--- config.mk ---
export PLATFORM = sky130hd
export DESIGN_NAME = key_input_conditioner
export DESIGN_NICKNAME = d
export VERILOG_FILES = /design/src/rtl/key_input_conditioner_pkg.sv /design/src/rtl/key_input_conditioner_key_channel.sv /design/src/rtl/key_input_conditioner.sv
export SDC_FILE = /design/constraint.sdc
export NUM_CORES = 1
export LEC_CHECK = 0
export ABC_AREA = 1
export CAP_MARGIN = 20
export CORE_ASPECT_RATIO = 0.9
export CORE_MARGIN = 1
export CORE_UTILIZATION = 59
export DETAILED_ROUTE_END_ITERATION = 12
export PLACE_DENSITY = 0.82
export SETUP_SLACK_MARGIN = 0.5
export SLEW_MARGIN = 20
export SYNTH_ARGS = -nofsm -noshare
export SYNTH_HDL_FRONTEND = slang
export SYNTH_HIERARCHICAL = 1
export SYNTH_SLANG_ARGS = --single-unit
--- constraint.sdc ---
create_clock -name clk -period 1.5 [get_ports clk]
set_input_delay 0.3 -clock clk [delete_from_list [all_inputs] [get_ports clk]]
set_output_delay 0.3 -clock clk [all_outputs]
set_load 0.02 [all_outputs]
--- src/rtl/key_input_conditioner_pkg.sv ---
// Shared definitions for the key input conditioner: repeat FSM states and
// default timing constants matching the game-logic clock.
package key_input_conditioner_pkg;

  typedef enum logic [1:0] {
    ST_IDLE   = 2'd0,
    ST_DELAY  = 2'd1,
    ST_REPEAT = 2'd2,
    ST_LOCKED = 2'd3
  } repeat_state_t;

  localparam int DEF_CLOCK_FREQUENCY      = 40;
  localparam int DEF_DEBOUNCE_CYCLES      = 2;
  localparam int DEF_REPEAT_DELAY_CYCLES  = DEF_CLOCK_FREQUENCY / 4;
  localparam int DEF_REPEAT_PERIOD_CYCLES = DEF_CLOCK_FREQUENCY / 10;

  function automatic int maxOf(input int a, input int b);
    return (a > b) ? a : b;
  endfunction

endpackage

--- src/rtl/key_input_conditioner_key_channel.sv ---
// One button path: two-flop synchroniser, debounce counter and a rising-edge
// detect on the debounced level.
module key_channel #(
  parameter int DEBOUNCE_CYCLES = 2
) (
  input  logic clk,
  input  logic i_reset,
  input  logic i_key,
  output logic o_deb,
  output logic o_rise
);

  localparam int CW = $clog2(DEBOUNCE_CYCLES) + 1;

  logic          r_s1;
  logic          r_s2;
  logic          r_deb;
  logic          r_debPrev;
  logic [CW-1:0] r_cnt;

  // The counter only ever runs while the synchronised level disagrees with deb,
  // so any glitch shorter than DEBOUNCE_CYCLES clears it before it can flip deb.
  always_ff @(posedge clk) begin
    if (i_reset) begin
      r_s1      <= 1'b0;
      r_s2      <= 1'b0;
      r_deb     <= 1'b0;
      r_debPrev <= 1'b0;
      r_cnt     <= '0;
    end else begin
      r_s1      <= i_key;
      r_s2      <= r_s1;
      r_debPrev <= r_deb;
      if (r_s2 == r_deb) begin
        r_cnt <= '0;
      end else if (r_cnt == CW'(DEBOUNCE_CYCLES - 1)) begin
        r_deb <= r_s2;
        r_cnt <= '0;
      end else begin
        r_cnt <= r_cnt + 1'b1;
      end
    end
  end

  assign o_deb  = r_deb;
  assign o_rise = r_deb & ~r_debPrev;

endmodule

--- src/rtl/key_input_conditioner.sv ---
// Turns the raw right/left/rotate buttons into clean one-cycle command pulses,
// with delayed auto-repeat on left and right while held.
module key_input_conditioner
  import key_input_conditioner_pkg::*;
#(
  parameter int CLOCK_FREQUENCY      = DEF_CLOCK_FREQUENCY,
  parameter int DEBOUNCE_CYCLES      = DEF_DEBOUNCE_CYCLES,
  parameter int REPEAT_DELAY_CYCLES  = CLOCK_FREQUENCY / 4,
  parameter int REPEAT_PERIOD_CYCLES = CLOCK_FREQUENCY / 10
) (
  input  logic clk,
  input  logic iReset,
  input  logic iEn,
  input  logic iKeyRight,
  input  logic iKeyLeft,
  input  logic iKeyRotate,
  output logic oMoveRight,
  output logic oMoveLeft,
  output logic oRotate
);

  localparam int CW = $clog2(maxOf(REPEAT_DELAY_CYCLES, REPEAT_PERIOD_CYCLES)) + 1;

  logic [2:0] w_keys;
  logic [2:0] w_deb;
  logic [2:0] w_rise;
  logic [1:0] w_pulse;
  logic       w_conflict;
  logic       r_rotate;

  assign w_keys     = {iKeyRotate, iKeyLeft, iKeyRight};
  assign w_conflict = w_deb[0] & w_deb[1];

  for (genvar k = 0; k < 3; k++) begin : g_chan
    key_channel #(
      .DEBOUNCE_CYCLES(DEBOUNCE_CYCLES)
    ) u_chan (
      .clk     (clk),
      .i_reset (iReset),
      .i_key   (w_keys[k]),
      .o_deb   (w_deb[k]),
      .o_rise  (w_rise[k])
    );
  end

  // Index 0 is right, 1 is left. Conflict masking only hides the pulse; the
  // FSM keeps counting so the schedule resumes unchanged once one key lets go.
  for (genvar k = 0; k < 2; k++) begin : g_repeat
    repeat_state_t r_state;
    logic [CW-1:0] r_cnt;
    logic          r_pulse;

    always_ff @(posedge clk) begin
      if (iReset) begin
        r_state <= ST_IDLE;
        r_cnt   <= '0;
        r_pulse <= 1'b0;
      end else begin
        r_pulse <= 1'b0;
        if (!iEn) begin
          r_state <= w_deb[k] ? ST_LOCKED : ST_IDLE;
          r_cnt   <= '0;
        end else begin
          case (r_state)
            ST_IDLE: begin
              if (w_rise[k]) begin
                r_pulse <= ~w_conflict;
                r_cnt   <= CW'(REPEAT_DELAY_CYCLES);
                r_state <= ST_DELAY;
              end
            end
            ST_DELAY, ST_REPEAT: begin
              if (!w_deb[k]) begin
                r_state <= ST_IDLE;
              end else if (r_cnt == CW'(1)) begin
                r_pulse <= ~w_conflict;
                r_cnt   <= CW'(REPEAT_PERIOD_CYCLES);
                r_state <= ST_REPEAT;
              end else begin
                r_cnt <= r_cnt - 1'b1;
              end
            end
            ST_LOCKED: begin
              if (!w_deb[k]) begin
                r_state <= ST_IDLE;
              end
            end
            default: r_state <= ST_IDLE;
          endcase
        end
      end
    end

    assign w_pulse[k] = r_pulse;
  end

  always_ff @(posedge clk) begin
    if (iReset) begin
      r_rotate <= 1'b0;
    end else begin
      r_rotate <= iEn & w_rise[2];
    end
  end

  assign oMoveRight = w_pulse[0];
  assign oMoveLeft  = w_pulse[1];
  assign oRotate    = r_rotate;

endmodule
=== Word-level counts from Yosys, hierarchy flattened ===
Index checks and enable logic that the tools add are counted.

* Flip-flop bits (word level): 35
* Input bits: 6
* Output and inout bits: 3
* Word-level logic and storage cells: 111

* $add $sub $neg: 5
* Equal/unequal tests: 24
* Multiplexer cells: 30
* Bitwise gates (word level): 13
* Reduce and logical (&&, ||, !) cells: 17

{| class="wikitable"
|+ Operators with widths
! operator !! number
|-
| 2-to-1 mux 5 bit || 6
|-
| 2-to-1 mux 2 bit || 12
|-
| one-hot mux 5 bit (2 select lines) || 2
|-
| one-hot mux 2 bit (3 select lines) || 2
|-
| AND reduction 3 bit || 4
|-
| equality test 2 x 1 -> 1 bit (second input constant) || 5
|-
| equality test 5 x 1 -> 1 bit (second input constant) || 2
|-
| subtractor 5 x 1 -> 5 bit (second input constant) || 2
|-
| OR reduction 3 bit || 3
|-
| equality test 2 bit (second input constant) || 4
|-
| != test 2 x 1 -> 1 bit (second input constant) || 4
|-
| != test 4 bit (second input constant) || 2
|-
| inverter 1 bit || 8
|-
| adder 2 x 1 -> 2 bit (second input constant) || 3
|-
| 2-to-1 mux 1 bit || 6
|-
| != test 3 x 2 -> 1 bit (second input constant) || 2
|-
| != test 3 bit (second input constant) || 2
|-
| AND reduction 2 bit || 3
|-
| OR reduction 2 bit || 3
|-
| AND 1 bit || 5
|-
| zero test 2 bit || 2
|-
| one-hot mux 1 bit (2 select lines) || 2
|-
| nonzero test 2 bit || 2
|-
| equality test 1 bit || 3
|}

=== Logic depth before layout (Yosys ltp) ===
* Depth in word-level cells: 5
* Depth in mapped cells: 10
* Depth with buffers taken out: 10

=== Cells and area by module ===
Netlist, hierarchy kept.

{| class="wikitable"
|+ Modules (own cells, without submodules)
! module !! times used !! cells an instance !! area each (um^2) !! sequential area each (um^2)
|-
| key_input_conditioner || 1 || 178 || 1146.1 || 340.3
|-
| key_channel || 3 || 26 || 216.5 || 120.1
|}

=== Worst setup path after synthesis ===
No wires, ideal clock.

* Path type: register -> register
* Start point: reg g_repeat[1].r_state[0]
* End point: reg g_repeat[1].r_cnt[3]
* Setup time: 122 ps
* Arrival time: 1225 ps
* Required time: 1378 ps
* Slack: 153 ps
* Cell stages (with the launch flop): 9
* Buffers on the path: 0
* Clock period less this slack: 1347 ps
* Cell sequence: dfxtp_1 > inv_1 > ha_1 > inv_1 > nand2_1 > nand2_2 > nand2_4 > o21ai_0 > a21oi_1

* Longest elaborated chain between the ends: 4
* Elaborated cells on any way between the ends: 9
* Those cells by class: 4 x eq/ne; 1 x mux; 4 x reduce/logical

{| class="wikitable"
|+ RTL lines
! item !! line !! source
|-
| start: declaration || key_input_conditioner.sv:49 || <nowiki>repeat_state_t r_state;</nowiki>
|-
| start signal: assignment || key_input_conditioner.sv:61 || <nowiki>r_state <= w_deb[k] ? ST_LOCKED : ST_IDLE;</nowiki>
|-
| equality test 2 x 1 -> 1 bit / equality test 2 bit (equally long branches) || key_input_conditioner.sv:64 || <nowiki>case (r_state)</nowiki>
|-
| OR reduction 2 bit || key_input_conditioner.sv:64 ||
|-
| != test 2 x 1 -> 1 bit (no source line) / nonzero test 2 bit (equally long branches) || n/a ||
|-
| AND reduction 3 bit (no source line) || n/a ||
|-
| end signal: assignment || key_input_conditioner.sv:68 || <nowiki>r_cnt <= CW'(REPEAT_DELAY_CYCLES);</nowiki>
|-
| end signal: assignment || key_input_conditioner.sv:77 || <nowiki>r_cnt <= CW'(REPEAT_PERIOD_CYCLES);</nowiki>
|-
| end signal: assignment || key_input_conditioner.sv:80 || <nowiki>r_cnt <= r_cnt - 1'b1;</nowiki>
|-
| end: declaration || key_input_conditioner.sv:50 || <nowiki>logic [CW-1:0] r_cnt;</nowiki>
|}

Parallel ways exist; a longest one is shown, timed or not.
A chain may end at the register's enable or synchronous reset.

=== Worst setup path after layout ===
* Start point: reg g_chan[0].u_chan.r_deb
* End point: reg g_repeat[0].r_cnt[4]

* Longest elaborated chain between the ends: 3
* Elaborated cells on any way between the ends: 4
* Those cells by class: 2 x eq/ne; 1 x bitwise; 1 x reduce/logical

{| class="wikitable"
|+ RTL lines
! item !! line !! source
|-
| start: declaration || key_input_conditioner_key_channel.sv:17 || <nowiki>logic r_deb;</nowiki>
|-
| start signal: assignment || key_input_conditioner_key_channel.sv:37 || <nowiki>r_deb <= r_s2;</nowiki>
|-
| AND 1 bit || key_input_conditioner_key_channel.sv:46 || <nowiki>assign o_rise = r_deb & ~r_debPrev;</nowiki>
|-
| via w_rise[0] || key_input_conditioner.sv:26 || <nowiki>logic [2:0] w_rise;</nowiki>
|-
| != test 2 x 1 -> 1 bit (no source line) || n/a ||
|-
| AND reduction 3 bit (no source line) || n/a ||
|-
| end signal: assignment || key_input_conditioner.sv:68 ||
|-
| end signal: assignment || key_input_conditioner.sv:77 ||
|-
| end signal: assignment || key_input_conditioner.sv:80 ||
|-
| end: declaration || key_input_conditioner.sv:50 ||
|}

The timed path passes the listed nets, and every way through them passes these cells.

==> flow_summary.rst <==
.. list-table::
   :header-rows: 1

   * - Metric
     - Value
   * - Grt total ovfl
     - 0
   * - Most used flip-flop cell after synthesis
     - sky130_fd_sc_hd__dfxtp_1
   * - DRC violation count after routing
     - 0
   * - DIE WIDTH
     - 60.2 µm
   * - Sequential-to-total area share from yosys stat
     - about 39%
   * - Worst IR drop on VDD
     - 0.910 mV
   * - Endpoint, Worst Hold
     - g_chan[2].u_chan/r_s2
   * - FF-to-FF Start
     - g_chan[0].u_chan/o_deb
   * - First DRT Iteration DRCs
     - 247
   * - Most area-consuming cells after synthesis
     - sky130_fd_sc_hd__dfxtp_1 (39%), sky130_fd_sc_hd__nand2_1 (10%), sky130_fd_sc_hd__inv_1 (9.2%), sky130_fd_sc_hd__ha_1 (9.1%), sky130_fd_sc_hd__nor2_1 (9.0%)
   * - Number of instances in the synthesized netlist
     - 256
   * - Count of final max-slew check failures
     - 0
   * - Share of final-layout standard cells stronger than drive strength 1
     - 45.0%
   * - CP Launch Type
     - flop
   * - Area of the placeable core
     - 2820 µm²
   * - Clock tree skew after final layout
     - 0.00782 ns
   * - Upper clock frequency limit
     - 703 MHz
   * - Global-route wire length before repair
     - 6460 µm
   * - GRT Overall Usage
     - 27.1%
   * - Average footprint of a synthesized cell
     - 7.01 µm²
   * - Count of different cell masters after synthesis
     - 23
   * - Worst Setup Path Type
     - flop to flop
   * - Port buffer count
     - 8
   * - Final period demand of the worst path
     - 1.42 ns
   * - Max-cap viol count
     - 0
   * - Final total negative setup slack
     - 0 ns
   * - Commonest cells in the synthesized netlist
     - sky130_fd_sc_hd__nand2_1 (49), sky130_fd_sc_hd__inv_1 (44), sky130_fd_sc_hd__nor2_1 (43), sky130_fd_sc_hd__dfxtp_1 (35), sky130_fd_sc_hd__nand3_1 (22)
   * - HP Start
     - g_chan[2].u_chan/r_s1
   * - Required time worst endpoint
     - 1.75 ns
   * - Effective utilization at floorplan
     - 63.8%
   * - Cell taking the most area after synthesis
     - sky130_fd_sc_hd__dfxtp_1
   * - Post-route insts no fill
     - 342
   * - Final weighted congestion in routability-driven placement
     - 0.810
   * - Area of the die
     - approximately 3300 µm²
   * - Max transition margin
     - a little under 80%
   * - Vias in the first global route
     - between 1.5k and 2k
   * - Class of the worst hold path
     - flop to flop
   * - Net count of the mapped netlist
     - 275
   * - Transition time at the pin with the least slew margin
     - 0.323 ns
   * - Post-synthesis instance area
     - around 1800 µm²
   * - Share of synthesized flip-flops with an asynchronous set or reset
     - 0%
   * - Number of sinks on the clock net
     - 35
   * - Post-detailed-routing wire length
     - 5560 µm
   * - Leakage power
     - between 0.001 and 0.0015 µW
   * - Ys Warns
     - 6
   * - Maximum fanout count along the critical path
     - 5
   * - Routed wire per std cell
     - between 15 and 20 µm
   * - First-pass iteration count of the detailed router
     - 4
   * - Clock-pin slew of the registers on the worst-case setup and hold paths
     - 0.11 ns
   * - Count leader, synth
     - sky130_fd_sc_hd__nand2_1
   * - Post-place instance area
     - about 2000 µm²
   * - Area grow syn2layout
     - 44.0%
   * - Hold bufs inserted after CTS
     - 0
   * - Unrepaired setup endpoints after global routing
     - yes
   * - Period utilisation layout
     - 94.9%
   * - Die Height
     - 54.3 µm
   * - Cell total after placement
     - 310
   * - CTS root buf
     - sky130_fd_sc_hd__clkbuf_4
   * - Final number of hold-violating endpoints
     - 0
   * - Clock insertion delay at the later pin of the skew report
     - 0.35 ns
   * - Row count
     - 18
   * - Capture point of the worst reg-to-reg path
     - g_repeat[0].r_cnt[4]
   * - Share of Yosys cell area claimed by the top area cell type
     - between 30% and 40%
   * - Routed vias
     - 1925
   * - Pwr Total
     - 2720 µW
   * - Number of buffers created by CTS
     - 5
   * - Power density of the placed cells
     - 1050 nW/µm²
   * - Cells on worst reg2reg path
     - 9
   * - R2r setup slk
     - 0.08 ns
   * - Initial antenna violation count
     - 0
   * - Final setup vio count
     - 0
   * - HPWL Detailed
     - 2430 µm
   * - Hold Path Depth
     - 2
   * - Data arrival time of the critical path
     - around 1.7 ns
   * - Via density
     - 5.63
   * - CTS tree
     - built
   * - ANT nets after route
     - 0
   * - Outcome
     - complete, no violations
   * - Sort of element at the end of the critical path
     - flop
   * - Yosys reg bits
     - 35
   * - Final antenna diode count
     - 0
   * - NumNets Final
     - 320
   * - Longest Clk Path Bufs
     - 2
   * - Largest net degree at the start of global routing
     - 12
   * - Count of H-tree levels built during CTS
     - 2
   * - Top Ports
     - 9
   * - Post-synth EDFFs
     - 0
   * - Final non-filler cell area
     - 2580 µm²
## final cells by class
class                   count  area (µm²)
inverters                  47         181
well taps                  40        50.0
repair buffers             39         329
flip-flops and latches     35         722
fillers                   111         230
multi-input cells         173        1200
clock buffers               6        41.3
clock inverters             2        60.1
## kinds of logic (layout without fill, tap and decap cells)
kind of cell / Yosys count / after routing / synth area share, %
buf+inv: 48 / 94 / 10.2
fa+ha+maj: 13 / 13 / 9.06
simple gates: 137 / 137 / 34.7
compound gates: 23 / 23 / 6.97
flops: 35 / 35 / 39.0
## worst max path at each step
stage / start / to / slack [ns] / depth (start not counted)
6_report: g_chan[0].u_chan/o_deb / g_repeat[0].r_cnt[4] / 0.08 / 9
4_1_cts: g_repeat[1].r_state[1] / g_repeat[1].r_cnt[4] / 0.23 / 8
3_5_place_dp: iEn / g_repeat[0].r_state[0] / -0.05 / 7
5_1_grt: g_chan[0].u_chan/o_deb / g_repeat[0].r_cnt[3] / -0.18 / 8
3_3_place_gp: iEn / g_repeat[0].r_state[0] / -0.02 / 7
2_1_floorplan: g_repeat[0].r_state[1] / g_repeat[0].r_cnt[4] / 0.31 / 7
## critical path, stage by stage (launching register included)
cell and delay [ns]:
sky130_fd_sc_hd__dfxtp_4 0.37, sky130_fd_sc_hd__inv_2 0.05, sky130_fd_sc_hd__nor2_2 0.17, sky130_fd_sc_hd__inv_1 0.12, sky130_fd_sc_hd__nand2_1 0.13, sky130_fd_sc_hd__nand2_4 0.09
sky130_fd_sc_hd__nand2_4 0.11, sky130_fd_sc_hd__nand2_1 0.10, sky130_fd_sc_hd__nand2_2 0.12, sky130_fd_sc_hd__nor2_1 0.06
## repair_timing
action | CTS | global route
pin swaps | 18 | 14
endpoints found under the hold margin | 0 | 0
setup buffers | 16 | 8
resized for setup | 65 | 30
endpoints found under the setup margin | 24 | 21
## per-layer routing
layer / wire length (µm) / global-route usage, %
met1: 2040 / 28.7
met2: 2700 / 49.6
met3: 468 / 6.86
met4: 350 / 14.3
met5: 0 / 0
## power by group
part | internal [µW] | switching (µW) | total, µW
sequential | 981 | 39.3 | 1020
combinational | 367 | 486 | 853
clock | 520 | 324 | 844
total | 1870 | 849 | 2720
## stage by stage
stage          util, %  hold WS, ns  setup slack (ns)
2_1_floorplan        -        0.369             0.306
3_3_place_gp      72.2        0.390           -0.0173
3_5_place_dp      72.2        0.400           -0.0480
4_1_cts           85.4        0.417             0.226
5_1_grt           91.8        0.425            -0.178
6_report          91.8        0.410            0.0772
## cell usage in the layout, fill, tap and decap left out, types with 5 or more instances in the layout
master                     Yosys  routed
sky130_fd_sc_hd__nand3_2       3      11
sky130_fd_sc_hd__buf_6         0       7
sky130_fd_sc_hd__inv_1        44      30
sky130_fd_sc_hd__a21oi_1      13       5
sky130_fd_sc_hd__nand2_2       8      12
sky130_fd_sc_hd__nor2_1       43      36
sky130_fd_sc_hd__dfxtp_1      35      22
sky130_fd_sc_hd__clkbuf_4      0       5
sky130_fd_sc_hd__inv_2         3      15
sky130_fd_sc_hd__dfxtp_2       0      11
sky130_fd_sc_hd__nand2_1      49      40
sky130_fd_sc_hd__ha_4          0       6
sky130_fd_sc_hd__ha_1         13       5
sky130_fd_sc_hd__buf_4         1      27
sky130_fd_sc_hd__nand3_1      22      12
sky130_fd_sc_hd__nor2_2        3       8
sky130_fd_sc_hd__a21oi_2       1       8
## flip-flops by register name, summed over array words and instances, names as in the netlist
signal / flops
g_chan.u_chan/r_s1: 3
g_chan.u_chan/r_s2: 3
g_chan.u_chan/r_cnt: 6
g_repeat.r_cnt: 10
g_chan.u_chan/r_debPrev: 3
oMoveLeft: 1
oMoveRight: 1
g_chan.u_chan/o_deb: 3
oRotate: 1
g_repeat.r_state: 4
Note: power is estimated with default switching activity, not from simulation.
